`src/rtl/local_ni_pkg.sv`:
```
// Shared flit layout, field widths and injection FSM encoding for the local
// network interface.
package local_ni_pkg;

   localparam int FLIT_W    = 30;
   localparam int MASK_W    = 9;
   localparam int ID_W      = 4;
   localparam int PAYLOAD_W = 16;

   localparam int TYPE_BIT  = 29;
   localparam int DST_HI    = 28;
   localparam int DST_LO    = 25;
   localparam int MASK_HI   = 28;
   localparam int MASK_LO   = 20;
   localparam int SRC_HI    = 19;
   localparam int SRC_LO    = 16;
   localparam int PAY_HI    = 15;
   localparam int PAY_LO    = 0;

   localparam logic TYPE_UNI = 1'b0;
   localparam logic TYPE_MC  = 1'b1;

   typedef enum logic [1:0] {
      ST_IDLE = 2'd0,
      ST_SEND = 2'd1,
      ST_LOOP = 2'd2
   } ni_state_t;

   // Unicast flits carry a zero pad where a multicast mask would have its low bits.
   function automatic logic [FLIT_W-1:0] make_uni_flit(
      input logic [ID_W-1:0]      dst,
      input logic [ID_W-1:0]      src,
      input logic [PAYLOAD_W-1:0] payload
   );
      return {TYPE_UNI, dst, 5'd0, src, payload};
   endfunction

   function automatic logic [FLIT_W-1:0] make_mc_flit(
      input logic [MASK_W-1:0]    mask,
      input logic [ID_W-1:0]      src,
      input logic [PAYLOAD_W-1:0] payload
   );
      return {TYPE_MC, mask, src, payload};
   endfunction

endpackage

```
`src/rtl/ni_eject_fifo.sv`:
```
// First-word fall-through ejection FIFO; router writes win over loopback writes
// and router flits arriving while full are dropped and counted.
module ni_eject_fifo
   import local_ni_pkg::*;
#(
   parameter int DATASIZE = 30,
   parameter int WIDTH    = 2,
   parameter int DEPTH    = 4
) (
   input  logic                clk,
   input  logic                rst_n,
   input  logic                rtr_valid,
   input  logic [DATASIZE-1:0] rtr_data,
   input  logic                loop_valid,
   input  logic [DATASIZE-1:0] loop_data,
   input  logic                pop_req,
   output logic                rx_valid,
   output logic [DATASIZE-1:0] rx_data,
   output logic                full,
   output logic [7:0]          drop_cnt
);

   logic [WIDTH:0]    wr_ptr_reg;
   logic [WIDTH:0]    rd_ptr_reg;
   logic [7:0]        drop_cnt_reg;
   logic [DATASIZE-1:0] mem [DEPTH];

   logic                empty;
   logic                pop;
   logic                wr_req;
   logic                wr_en;
   logic                drop;
   logic [DATASIZE-1:0] wr_data;

   assign empty = (wr_ptr_reg == rd_ptr_reg);
   assign full  = (wr_ptr_reg[WIDTH] != rd_ptr_reg[WIDTH]) &&
                  (wr_ptr_reg[WIDTH-1:0] == rd_ptr_reg[WIDTH-1:0]);

   assign pop     = pop_req & ~empty;
   assign wr_req  = rtr_valid | loop_valid;
   assign wr_data = rtr_valid ? rtr_data : loop_data;
   // A pop in the same cycle frees the slot the write lands in.
   assign wr_en   = wr_req & (~full | pop);
   assign drop    = rtr_valid & full & ~pop;

   always_ff @(posedge clk) begin
      if (wr_en) begin
         mem[wr_ptr_reg[WIDTH-1:0]] <= wr_data;
      end
   end

   always_ff @(posedge clk or negedge rst_n) begin
      if (!rst_n) begin
         wr_ptr_reg   <= '0;
         rd_ptr_reg   <= '0;
         drop_cnt_reg <= '0;
      end else begin
         if (wr_en) begin
            wr_ptr_reg <= wr_ptr_reg + 1'b1;
         end
         if (pop) begin
            rd_ptr_reg <= rd_ptr_reg + 1'b1;
         end
         if (drop && (drop_cnt_reg != 8'hFF)) begin
            drop_cnt_reg <= drop_cnt_reg + 8'd1;
         end
      end
   end

   assign rx_valid = ~empty;
   assign rx_data  = mem[rd_ptr_reg[WIDTH-1:0]];
   assign drop_cnt = drop_cnt_reg;

endmodule

```
`src/rtl/local_ni.sv`:
```
// Network interface between a PE and a router local port: packs requests into
// flits, injects them with backpressure, and loops self-addressed copies back.
module local_ni
   import local_ni_pkg::*;
#(
   parameter int DATASIZE  = 30,
   parameter int WIDTH     = 2,
   parameter int DEPTH     = 4,
   parameter int router_ID = 6
) (
   input  logic                 clk,
   input  logic                 rst_n,
   input  logic                 tx_valid,
   output logic                 tx_ready,
   input  logic                 tx_mcast,
   input  logic [ID_W-1:0]      tx_dst,
   input  logic [MASK_W-1:0]    tx_mask,
   input  logic [PAYLOAD_W-1:0] tx_payload,
   output logic [DATASIZE-1:0]  rtr_data_out,
   output logic                 rtr_valid_out,
   input  logic                 rtr_full_in,
   input  logic [DATASIZE-1:0]  rtr_data_in,
   input  logic                 rtr_valid_in,
   output logic                 rx_valid,
   input  logic                 rx_ready,
   output logic [DATASIZE-1:0]  rx_data,
   output logic [7:0]           drop_cnt
);

   localparam logic [ID_W-1:0]   SELF_ID   = ID_W'(router_ID);
   localparam logic [MASK_W-1:0] SELF_MASK = MASK_W'(1) << router_ID;

   ni_state_t           state_reg, state_next;
   logic [DATASIZE-1:0] flit_reg, flit_next;
   logic                flit_valid_reg, flit_valid_next;
   logic                loop_pending_reg, loop_pending_next;
   logic [DATASIZE-1:0] loop_flit_reg, loop_flit_next;

   logic                loop_wr;
   logic                fifo_full;
   logic [MASK_W-1:0]   mc_other;
   logic                mc_self;
   logic [DATASIZE-1:0] uni_flit;
   logic [DATASIZE-1:0] mc_fwd_flit;
   logic [DATASIZE-1:0] mc_self_flit;

   assign mc_other     = tx_mask & ~SELF_MASK;
   assign mc_self      = |(tx_mask & SELF_MASK);
   assign uni_flit     = make_uni_flit(tx_dst, SELF_ID, tx_payload);
   assign mc_fwd_flit  = make_mc_flit(mc_other, SELF_ID, tx_payload);
   assign mc_self_flit = make_mc_flit(SELF_MASK, SELF_ID, tx_payload);

   always_ff @(posedge clk or negedge rst_n) begin
      if (!rst_n) begin
         state_reg        <= ST_IDLE;
         flit_reg         <= '0;
         flit_valid_reg   <= 1'b0;
         loop_pending_reg <= 1'b0;
         loop_flit_reg    <= '0;
      end else begin
         state_reg        <= state_next;
         flit_reg         <= flit_next;
         flit_valid_reg   <= flit_valid_next;
         loop_pending_reg <= loop_pending_next;
         loop_flit_reg    <= loop_flit_next;
      end
   end

   always_comb begin
      state_next        = state_reg;
      flit_next         = flit_reg;
      flit_valid_next   = flit_valid_reg;
      loop_pending_next = loop_pending_reg;
      loop_flit_next    = loop_flit_reg;
      tx_ready          = 1'b0;
      rtr_valid_out     = 1'b0;
      loop_wr           = 1'b0;

      case (state_reg)
         ST_IDLE: begin
            tx_ready = 1'b1;
            if (tx_valid) begin
               if (tx_mcast == TYPE_UNI) begin
                  flit_next      = uni_flit;
                  loop_flit_next = uni_flit;
                  if (tx_dst == SELF_ID) begin
                     state_next = ST_LOOP;
                  end else begin
                     flit_valid_next = 1'b1;
                     state_next      = ST_SEND;
                  end
               end else if (mc_other != '0) begin
                  // Remote copy goes out with the self bit stripped; the self copy follows via LOOP.
                  flit_next         = mc_fwd_flit;
                  flit_valid_next   = 1'b1;
                  loop_flit_next    = mc_self_flit;
                  loop_pending_next = mc_self;
                  state_next        = ST_SEND;
               end else if (mc_self) begin
                  flit_next      = mc_self_flit;
                  loop_flit_next = mc_self_flit;
                  state_next     = ST_LOOP;
               end
               // An empty mask is accepted and silently discarded.
            end
         end

         ST_SEND: begin
            rtr_valid_out = flit_valid_reg & ~rtr_full_in;
            if (rtr_valid_out) begin
               flit_valid_next = 1'b0;
               state_next      = loop_pending_reg ? ST_LOOP : ST_IDLE;
            end
         end

         ST_LOOP: begin
            // The router cannot be stalled, so loopback yields to any router delivery.
            if (!fifo_full && !rtr_valid_in) begin
               loop_wr           = 1'b1;
               loop_pending_next = 1'b0;
               state_next        = ST_IDLE;
            end
         end

         default: begin
            state_next = ST_IDLE;
         end
      endcase
   end

   assign rtr_data_out = flit_reg;

   ni_eject_fifo #(
      .DATASIZE (DATASIZE),
      .WIDTH    (WIDTH),
      .DEPTH    (DEPTH)
   ) u_eject_fifo (
      .clk        (clk),
      .rst_n      (rst_n),
      .rtr_valid  (rtr_valid_in),
      .rtr_data   (rtr_data_in),
      .loop_valid (loop_wr),
      .loop_data  (loop_flit_reg),
      .pop_req    (rx_ready),
      .rx_valid   (rx_valid),
      .rx_data    (rx_data),
      .full       (fifo_full),
      .drop_cnt   (drop_cnt)
   );

endmodule

```
`config.mk`:
```
export PLATFORM = sky130hd
export DESIGN_NAME = local_ni
export DESIGN_NICKNAME = d
export VERILOG_FILES = /design/src/rtl/local_ni_pkg.sv /design/src/rtl/ni_eject_fifo.sv /design/src/rtl/local_ni.sv
export SDC_FILE = /design/constraint.sdc
export NUM_CORES = 1
export LEC_CHECK = 0
export BUFFER_PORTS_ARGS = -buffer_cell sky130_fd_sc_hd__buf_2
export CAP_MARGIN = 25
export CORE_MARGIN = 1
export CORE_UTILIZATION = 40
export DETAILED_ROUTE_END_ITERATION = 10
export PLACE_DENSITY = 0.6
export SLEW_MARGIN = 10
export SYNTH_ARGS = -nofsm -noshare
export SYNTH_HDL_FRONTEND = slang
export SYNTH_SLANG_ARGS = --single-unit
```
`constraint.sdc`:
```
create_clock -name clk -period 2.2 [get_ports clk]
set_clock_uncertainty 0.1 [all_clocks]
set_input_delay 0.33 -clock clk [delete_from_list [all_inputs] [get_ports clk]]
set_output_delay 0.33 -clock clk [all_outputs]
set_load 0.005 [all_outputs]
```
# Yosys cells after proc, flatten, opt, wreduce, memory -nomap -nowiden
# Memory sizes are Yosys's and may differ from the RTL's.
# Cells that the tools add are included.
# word_totals
output_inout_bits	71
input_bits	66
mem_bits_rw	120
elab_cells	84
mem_count	1
regBits	78
# classes
mux	32
n_bitwise	11
reduce_logical	13
add_sub_neg	3
n_eq_ne	16
# mem_list
memory	words	width	rd	rd_ports_with_merged_regs	write_ports	line_no	text
u_eject_fifo.mem	4	30	1	0	1	ni_eject_fifo.sv:26	logic [DATASIZE-1:0] mem [DEPTH];
# ops
operator	n
two-way mux 30 bit	6
two-way mux 2 bit	8
two-way mux 1 bit	15
!= test 2 bit (second input constant)	5
AND reduction 5 bit	2
nonzero test 9 bit	1
adder 8 x 1 -> 8 bit (second input constant)	1
!= test 8 bit (second input constant)	1
adder 3 x 1 -> 3 bit (second input constant)	2
!= test 3 bit (second input constant)	2
one-hot mux 2 bit (3 select lines)	1
bitwise AND 1 bit	5
== test 4 x 3 -> 1 bit (second input constant)	1
!= test 4 bit (second input constant)	1
NOT 1 bit	4
one-hot mux 1 bit (2 select lines)	2
AND reduction 4 bit	1
nonzero test 2 bit	2
== test 3 bit	1
logical AND 1 bit	3
!= test 3 x 1 -> 1 bit (second input constant)	1
AND reduction 3 bit	1
== test 2 x 1 -> 1 bit (second input constant)	1
== test 2 bit	1
other kinds (5)	7

# Logic depth before layout (Yosys ltp)
# Gate-level depths: netlist of run 1.
# depth
depth_word	10
mapped_depth	6
mapped_depth_nobuf	5

# Hierarchy
# A second synthesis of run 1 with hierarchy kept.
# unflattened
cells_unflattened	452
hier_area_um2	7278.2
# by_module_without_submodules
module	area_each_um2	seq_area_each_um2	cells_per_inst	instances
ni_eject_fifo	5517.8	3953.8	265	1
local_ni	1760.4	875.8	187	1

# Worst setup path after synthesis of run 1
# OpenSTA, ideal clock, no wires.
# synth_timing
path_type	reg2reg
start	reg u_eject_fifo.rd_ptr_reg[1]
end	mem u_eject_fifo.mem[3][0] (enable)
path_stages_with_launch	5
setup_ns	0.391
required_ns	1.709
t_arrival_ns	1.639
synth_period_minus_slack_ns	2.130
n_path_buf	1
slack_ns	0.070
path_cell_list	dfrtp_1 > buf_2 > xnor2_2 > nand4_1 > and3_1
# synth_via
elab_chain_len	10
elab_cells_between_ends	15
cone_classes	eq/ne (2); mux (4); bitwise (6); reduce/logical (3)
# synth_rtl
element	line_no	text
start, declared	ni_eject_fifo.sv:24	logic [WIDTH:0] rd_ptr_reg;
start signal, assigned	ni_eject_fifo.sv:62	rd_ptr_reg <= rd_ptr_reg + 1'b1;
== test 2 bit	ni_eject_fifo.sv:37	(wr_ptr_reg[WIDTH-1:0] == rd_ptr_reg[WIDTH-1:0]);
logical AND 1 bit	ni_eject_fifo.sv:36	assign full = (wr_ptr_reg[WIDTH] != rd_ptr_reg[WIDTH]) &&
zero test 1 bit	local_ni.sv:118	if (!fifo_full && !rtr_valid_in) begin
logical AND 1 bit	local_ni.sv:118	
two-way mux 1 bit	local_ni.sv:118	
two-way mux 1 bit	local_ni.sv:79	case (state_reg)
OR 1 bit	ni_eject_fifo.sv:40	assign wr_req = rtr_valid | loop_valid;
bitwise AND 1 bit *	ni_eject_fifo.sv:43	assign wr_en = wr_req & (~full | pop);
two-way mux 1 bit *	ni_eject_fifo.sv:47	if (wr_en) begin
two-way mux 1 bit (implied by the code) *	ni_eject_fifo.sv:48	mem[wr_ptr_reg[WIDTH-1:0]] <= wr_data;
end, declared	ni_eject_fifo.sv:26	
# Mark *: on every way between the ends. The rest lies on a longest branch, timed or not.

# Worst setup path in the final report of run 1
# layout_timing
start	reg u_eject_fifo.rd_ptr_reg[0]
end	out rx_data[21]
# layout_via
elab_chain_len	1
# layout_rtl
element	line_no	text
memory read (4 x 30 bit)	-	
end, declared	local_ni.sv:26	output logic [DATASIZE-1:0] rx_data,
# No other way between the ends.

==> results of run 1 <==
==> repair_timing <==
| item | CTS | global route |
|---|---|---|
| hold buffers | 1 | 0 |
| resized for setup | 9 | 1 |
| gates cloned | 2 | 0 |
| endpoints found under the hold margin | 29 | 0 |
| setup buffers | 2 | 0 |
| setup endpoints to repair | 30 | 31 |
| pin swaps | 0 | 1 |
==> layer usage <==
| layer | vias up | track usage (%) | part of all wire (%) |
|---|---|---|---|
| met5 | - | 0 | 0 |
| met2 | 121 | 29.6 | 52 |
| met1 | 2058 | 20.2 | 41 |
| li1 | 1837 | - | - |
| met4 | 0 | 5.74 | 1.3 |
| met3 | 14 | 4.74 | 5.8 |
==> synth_stat cells (3+ instances only) <==
library cell / number / area share [%]
nand2b_1: 6 / 0.52
and3_1: 5 / 0.43
a21oi_1: 4 / 0.28
mux2_1: 4 / 0.63
xor2_1: 9 / 1.1
dfrtp_1: 49 / 17
xnor2_1: 3 / 0.37
mux2_2: 32 / 5.0
mux4_2: 30 / 9.4
ha_1: 6 / 1.0
edfxtp_1: 120 / 50
mux2_4: 10 / 2.1
nand4_1: 3 / 0.26
inv_1: 5 / 0.26
nand3_1: 13 / 0.90
o211ai_1: 5 / 0.52
nor3_1: 4 / 0.28
and2_1: 9 / 0.78
nand2_1: 21 / 1.1
buf_1: 3 / 0.16
o21ai_0: 3 / 0.21
nand3b_1: 3 / 0.31
nor2_1: 6 / 0.31
buf_2: 7 / 0.49
clkbuf_1: 4 / 0.21
a22o_1: 3 / 0.37
buf_4: 21 / 2.2
==> path summary, 6_finish.rpt <==
| path | from | end | slack [ns] |
|---|---|---|---|
| worst max register to register | u_eject_fifo.rd_ptr_reg[0] | u_eject_fifo.mem[2][19] | 0.17 |
| worst min register to register | u_eject_fifo.rd_ptr_reg[2] | u_eject_fifo.rd_ptr_reg[2] | 0.39 |
| worst max-delay path | u_eject_fifo.rd_ptr_reg[0] | rx_data[21] | -0.05 |
| max in group asynchronous | rst_n | rtr_data_out[18] | 0.98 |
| worst min-delay path | tx_payload[15] | rtr_data_out[15] | 0.03 |
| min in group asynchronous | rst_n | u_eject_fifo.drop_cnt[1] | 0.43 |
==> cell families after synthesis <==
kind of cell    after synthesis  share of synthesized area, %
compound gates               20                          2.09
xor+xnor                     14                          1.91
mux                          76                          17.1
simple gates                 82                          6.87
fa+ha+maj                     6                          1.04
flops                       169                          67.1
buf+inv                      43                          3.82
other cells                   1                        0.0521
==> final cells by class <==
type	count	share of cell area, %
Tap cell	225	3.24
Timing Repair Buffer	151	10.4
Clock inverter	14	1.25
Antenna cell	1	0.0288
Sequential cell	169	55.6
Multi-Input combinational cell	200	24.3
Clock buffer	18	4.94
Inverter	5	0.216
==> stage by stage <==
stage / TNS, ns / util (%) / total power [µW] / worst slack (ns)
after floorplan: 0 / - / 7620 / 0.0697
after global placement: 0 / 46.1 / 8900 / 0.170
after detailed placement: 0 / 46.1 / 9040 / 0.133
after CTS: -1.68 / 49.8 / 12000 / -0.0898
after global routing: -2.78 / 49.9 / 12500 / -0.121
final: -0.488 / 49.9 / 11900 / -0.0524
==> cells in the final DEF (no fill, tap or decap), types with 3 or more instances in the layout <==
master and count:
nand3b_1 3, and2_1 9, a21oi_1 4, nand2b_1 6, mux2_2 32, nor2_1 6, mux2_4 10, o211ai_1 5
xor2_1 9, clkinvlp_4 3, clkinv_2 3, clkbuf_16 17, nand3_1 13, inv_1 5, mux2_1 4, and3_4 4
clkinv_1 4, mux4_2 30, dfrtp_1 47, edfxtp_1 120, nand4_1 3, buf_4 10, nand2_1 21, ha_1 6
clkinv_4 3, xnor2_1 3, nor3_1 4, buf_12 3, buf_6 4, buf_2 131, o21ai_0 3, a22o_1 3
==> power breakdown <==
part	switching [µW]	internal, µW
Combinational	1940	2120
Clock	1200	1540
Sequential	469	4610
==> flow_summary.toml, run 1 <==
[die]
fp.dieW_um = 136
dieHeight_um = 136
ios = 137
rows = 48
start_util_pct = 41.3
die_area_um2 = 18500
core_area_um2 = 17400

[sta]
fin_ws_ns = -0.0524
period_share_pct = 102
max_freq_mhz = 444
final-hold-violation-count = 0
setup_viol = 24
relSlewSlack_pct = 47.9
tightest_slew_ns = 0.782
maxSlewViolCount = 0
rsz0062_at_grt = "yes"
post-route-min-period_ns = 2.25
holdWs_ns = 0.0257

[yosys]
avgSynthCellArea_um2 = 17.5
yosys_warnings = 0
synth_edf_count = 120
ys_seq_elements = 169
ys_seq_area_share_pct = 67.1
synth_cell_types = 46
synth_area_um2 = 7200
synth_flop_cell = "edfxtp_1"
syn_inst = 411
synthArstFlopShare_pct = 29.0

[layout]
fillers = 1487
area_delta_synth_final_pct = 20.7
multiInputGateArea_um2 = 2120
regArea_um2 = 4830
instances_no_fill = 783
drive_above_1_share_pct = 47.2
finalNetCount = 616
largest_register_ffs = 120
final_cell_area_um2 = 8690

[place]
gp_congestion = 0.758
dp.cells = 745
place_hpwl_um = 9500
port-buffer-count = 134
dpl-instance-area_um2 = 8030

[global_route]
grt-ovfl-total = 0
first_global_vias = 4243
grt_antenna_before_repair = 1
grt_max_degree = 33
grt_pass1_wl_um = 23000
track_usage_pct = 17.0

[worst_setup_path]
worstPathRequired_ns = 1.77
path_class = "flop to output pin"
critPathMaxStageDelay_ns = 0.52
endpoint_kind = "output pin"
cp.arrival_ns = 1.82
r2r_cells = 4
cp.buffers_inverters = 2
path_max_fanout = 15
cp_cell_sequence = "buf_16 -> mux4_2 -> buf_2"
critPathTopFamily = "multiplexers"
path_depth = 3
slowest_stage = "mux4_2"
cp-start-kind = "flop"

[detailed_routing]
drt_iter0_markers = 187
dr.pass1.iters = 4
wl_um = 14800
vias_per_cell = 5.15
antenna_left = 0
drc_errors = 0
wire_per_inst_um = 18.9
vias = 4030

[clock_tree]
htree_levels = 4
clk_latency_ns = 0.42
cts_root_buf = "clkbuf_16"
cts_tree = "built"
cts_buffers = 17
clk_pin_slew_ns = 0.06
clockBufferDepth = 2
clkSinkCount = 169

[run]
drv_cap = 0

[min_path]
whs_path_depth = 2
hp-class = "primary input to flop"

[pwr]
ir_drop_mv = 0.586
p_leak_uw = 0.00340
p_per_area_nw_per_um2 = 1370

[outcome]
status = "finished with violations"
violations = "negative setup slack"
Note: power is estimated with default switching activity, not from simulation.
==> inputs of run 2 (changes only) <==
- PLACE_DENSITY: 0.6 -> 0.58
- clock period: 2.2 -> 2.6 ns (I/O delays scaled with it)
==> flow_summary.toml, run 2 (synthesis gave the netlist of run 1 again) <==
[outcome]
status = "complete, no violations"

[clock_tree]
clockBufferDepth = 2
htree_levels = 4
cts_buffers = 17
clkSinkCount = 169
clk_pin_slew_ns = 0.06
cts_tree = "built"
clk_latency_ns = 0.42
cts_root_buf = "clkbuf_16"
postCtsResizedCells = 0

[sta]
setup_viol = 0
fin_tns_setup_ns = 0
tightest_slew_ns = 0.497
rsz0062_at_grt = "no"
maxSlewViolCount = 0
fin_ws_ns = 0.202
period_share_pct = 92.2
post-route-min-period_ns = 2.40
final-hold-violation-count = 0
max_freq_mhz = 417
relSlewSlack_pct = 66.4

[layout]
final_cell_mix = "134 x buf_2, 120 x edfxtp_1, 47 x dfrtp_1"
drive_above_1_share_pct = 47.5
area_delta_synth_final_pct = 20.9
largest_register_ffs = 120
num_antenna_cells = 0
final_common_cell = "buf_2"
finalNetCount = 617
utilization_pct = 50.0
final_cell_area_um2 = 8700
instances_no_fill = 783

[pwr]
pwr-share-comb_pct = 31.9
power.share.sequential_pct = 42.4
clkPwrFrac_pct = 25.7
p_int_uw = 7170
ir_drop_mv = 0.805
netSwitchingFraction_pct = 29.1
p_leak_uw = 0.00342
p_per_area_nw_per_um2 = 1160
p_sw_uw = 2940

[worst_setup_path]
endpoint_kind = "output pin"
cp.arrival_ns = 1.91
path_class = "flop to output pin"
worstPathRequired_ns = 2.11
cp-start-kind = "flop"
path_max_fanout = 19

[global_route]
grt_pass1_wl_um = 22700
track_usage_pct = 16.7
grt-ovfl-total = 0
grt_max_degree = 24
grt_antenna_before_repair = 0
first_global_vias = 4202

[die]
dieHeight_um = 136
rows = 48
die_area_um2 = 18500
core_area_um2 = 17400
ios = 137
fp.dieW_um = 136
start_util_pct = 41.3

[detailed_routing]
antenna_left = 0
dr.pass1.iters = 4
vias_per_cell = 5.00
wl_um = 14200
drt_iter0_markers = 208
vias = 3914
wire_per_inst_um = 18.1
drc_errors = 0

[place]
dp.cells = 750
gp_congestion = 0.749
dpl_worst_slack_ns = 0.442
dpl-instance-area_um2 = 8080
place_hpwl_um = 9790
port-buffer-count = 134

[run]
drv_cap = 0

[min_path]
hp-class = "primary input to flop"
==> run 2: worst max-delay path, stage by stage (launching register included) <==
cell and delay [ns]:
dfrtp_2 0.40, buf_4 0.38, mux4_2 0.57, buf_2 0.14
==> run 2: cell type report <==
type | instances | area [µm²]
clock buffer | 20 | 437
clock inverter | 12 | 174
fill | 1518 | 8710
inverter | 5 | 18.8
multi-input combinational | 200 | 2100
sequential | 169 | 4830
tap | 225 | 282
timing repair buffer | 152 | 858
==> run 2: worst paths after layout <==
check	start	end	slack, ns	depth (start not counted)
setup / recovery	u_eject_fifo.rd_ptr_reg[0]	rx_data[25]	0.20	3
hold / removal	tx_payload[3]	rtr_data_out[3]	0.11	2
setup reg to reg	state_reg[0]	rtr_data_out[12]	0.66	5
hold reg to reg	rtr_data_out[28]	rtr_data_out[28]	0.39	1
max in group asynchronous	rst_n	u_eject_fifo.rd_ptr_reg[0]	1.58	3
min in group asynchronous	rst_n	u_eject_fifo.drop_cnt[3]	0.23	2
==> run 2: stage by stage <==
stage	total power (µW)	hold WS, ns
CTS	10300	0.0845
floorplan	6450	-0.00559
finish	10100	0.105
detailed placement	7650	0.141
global route	10700	0.0834
global placement	7550	0.137
==> run 2: what timing repair did <==
item	4_1_cts	5_1_grt
endpoints found under the hold margin	11	0
buffers inserted	0	0
hold buffers	1	0
==> run 2: routing by layer <==
layer	global-route usage (%)	up-vias	share of wire (%)
li1	-	1842	-
met3	5.29	13	5.7
met1	20.8	1963	42
met4	4.44	0	1.0
met2	27.9	96	51
met5	0	-	0
==> run 2: power by group through the flow <==
stage	sequential (µW)	clock [µW]	combinational, µW
2_1_floorplan	4230	0	2220
3_5_place_dp	4340	0	3310
5_1_grt	4390	2790	3540
6_report	4280	2600	3230
3_3_place_gp	4300	0	3250
4_1_cts	4300	2660	3320
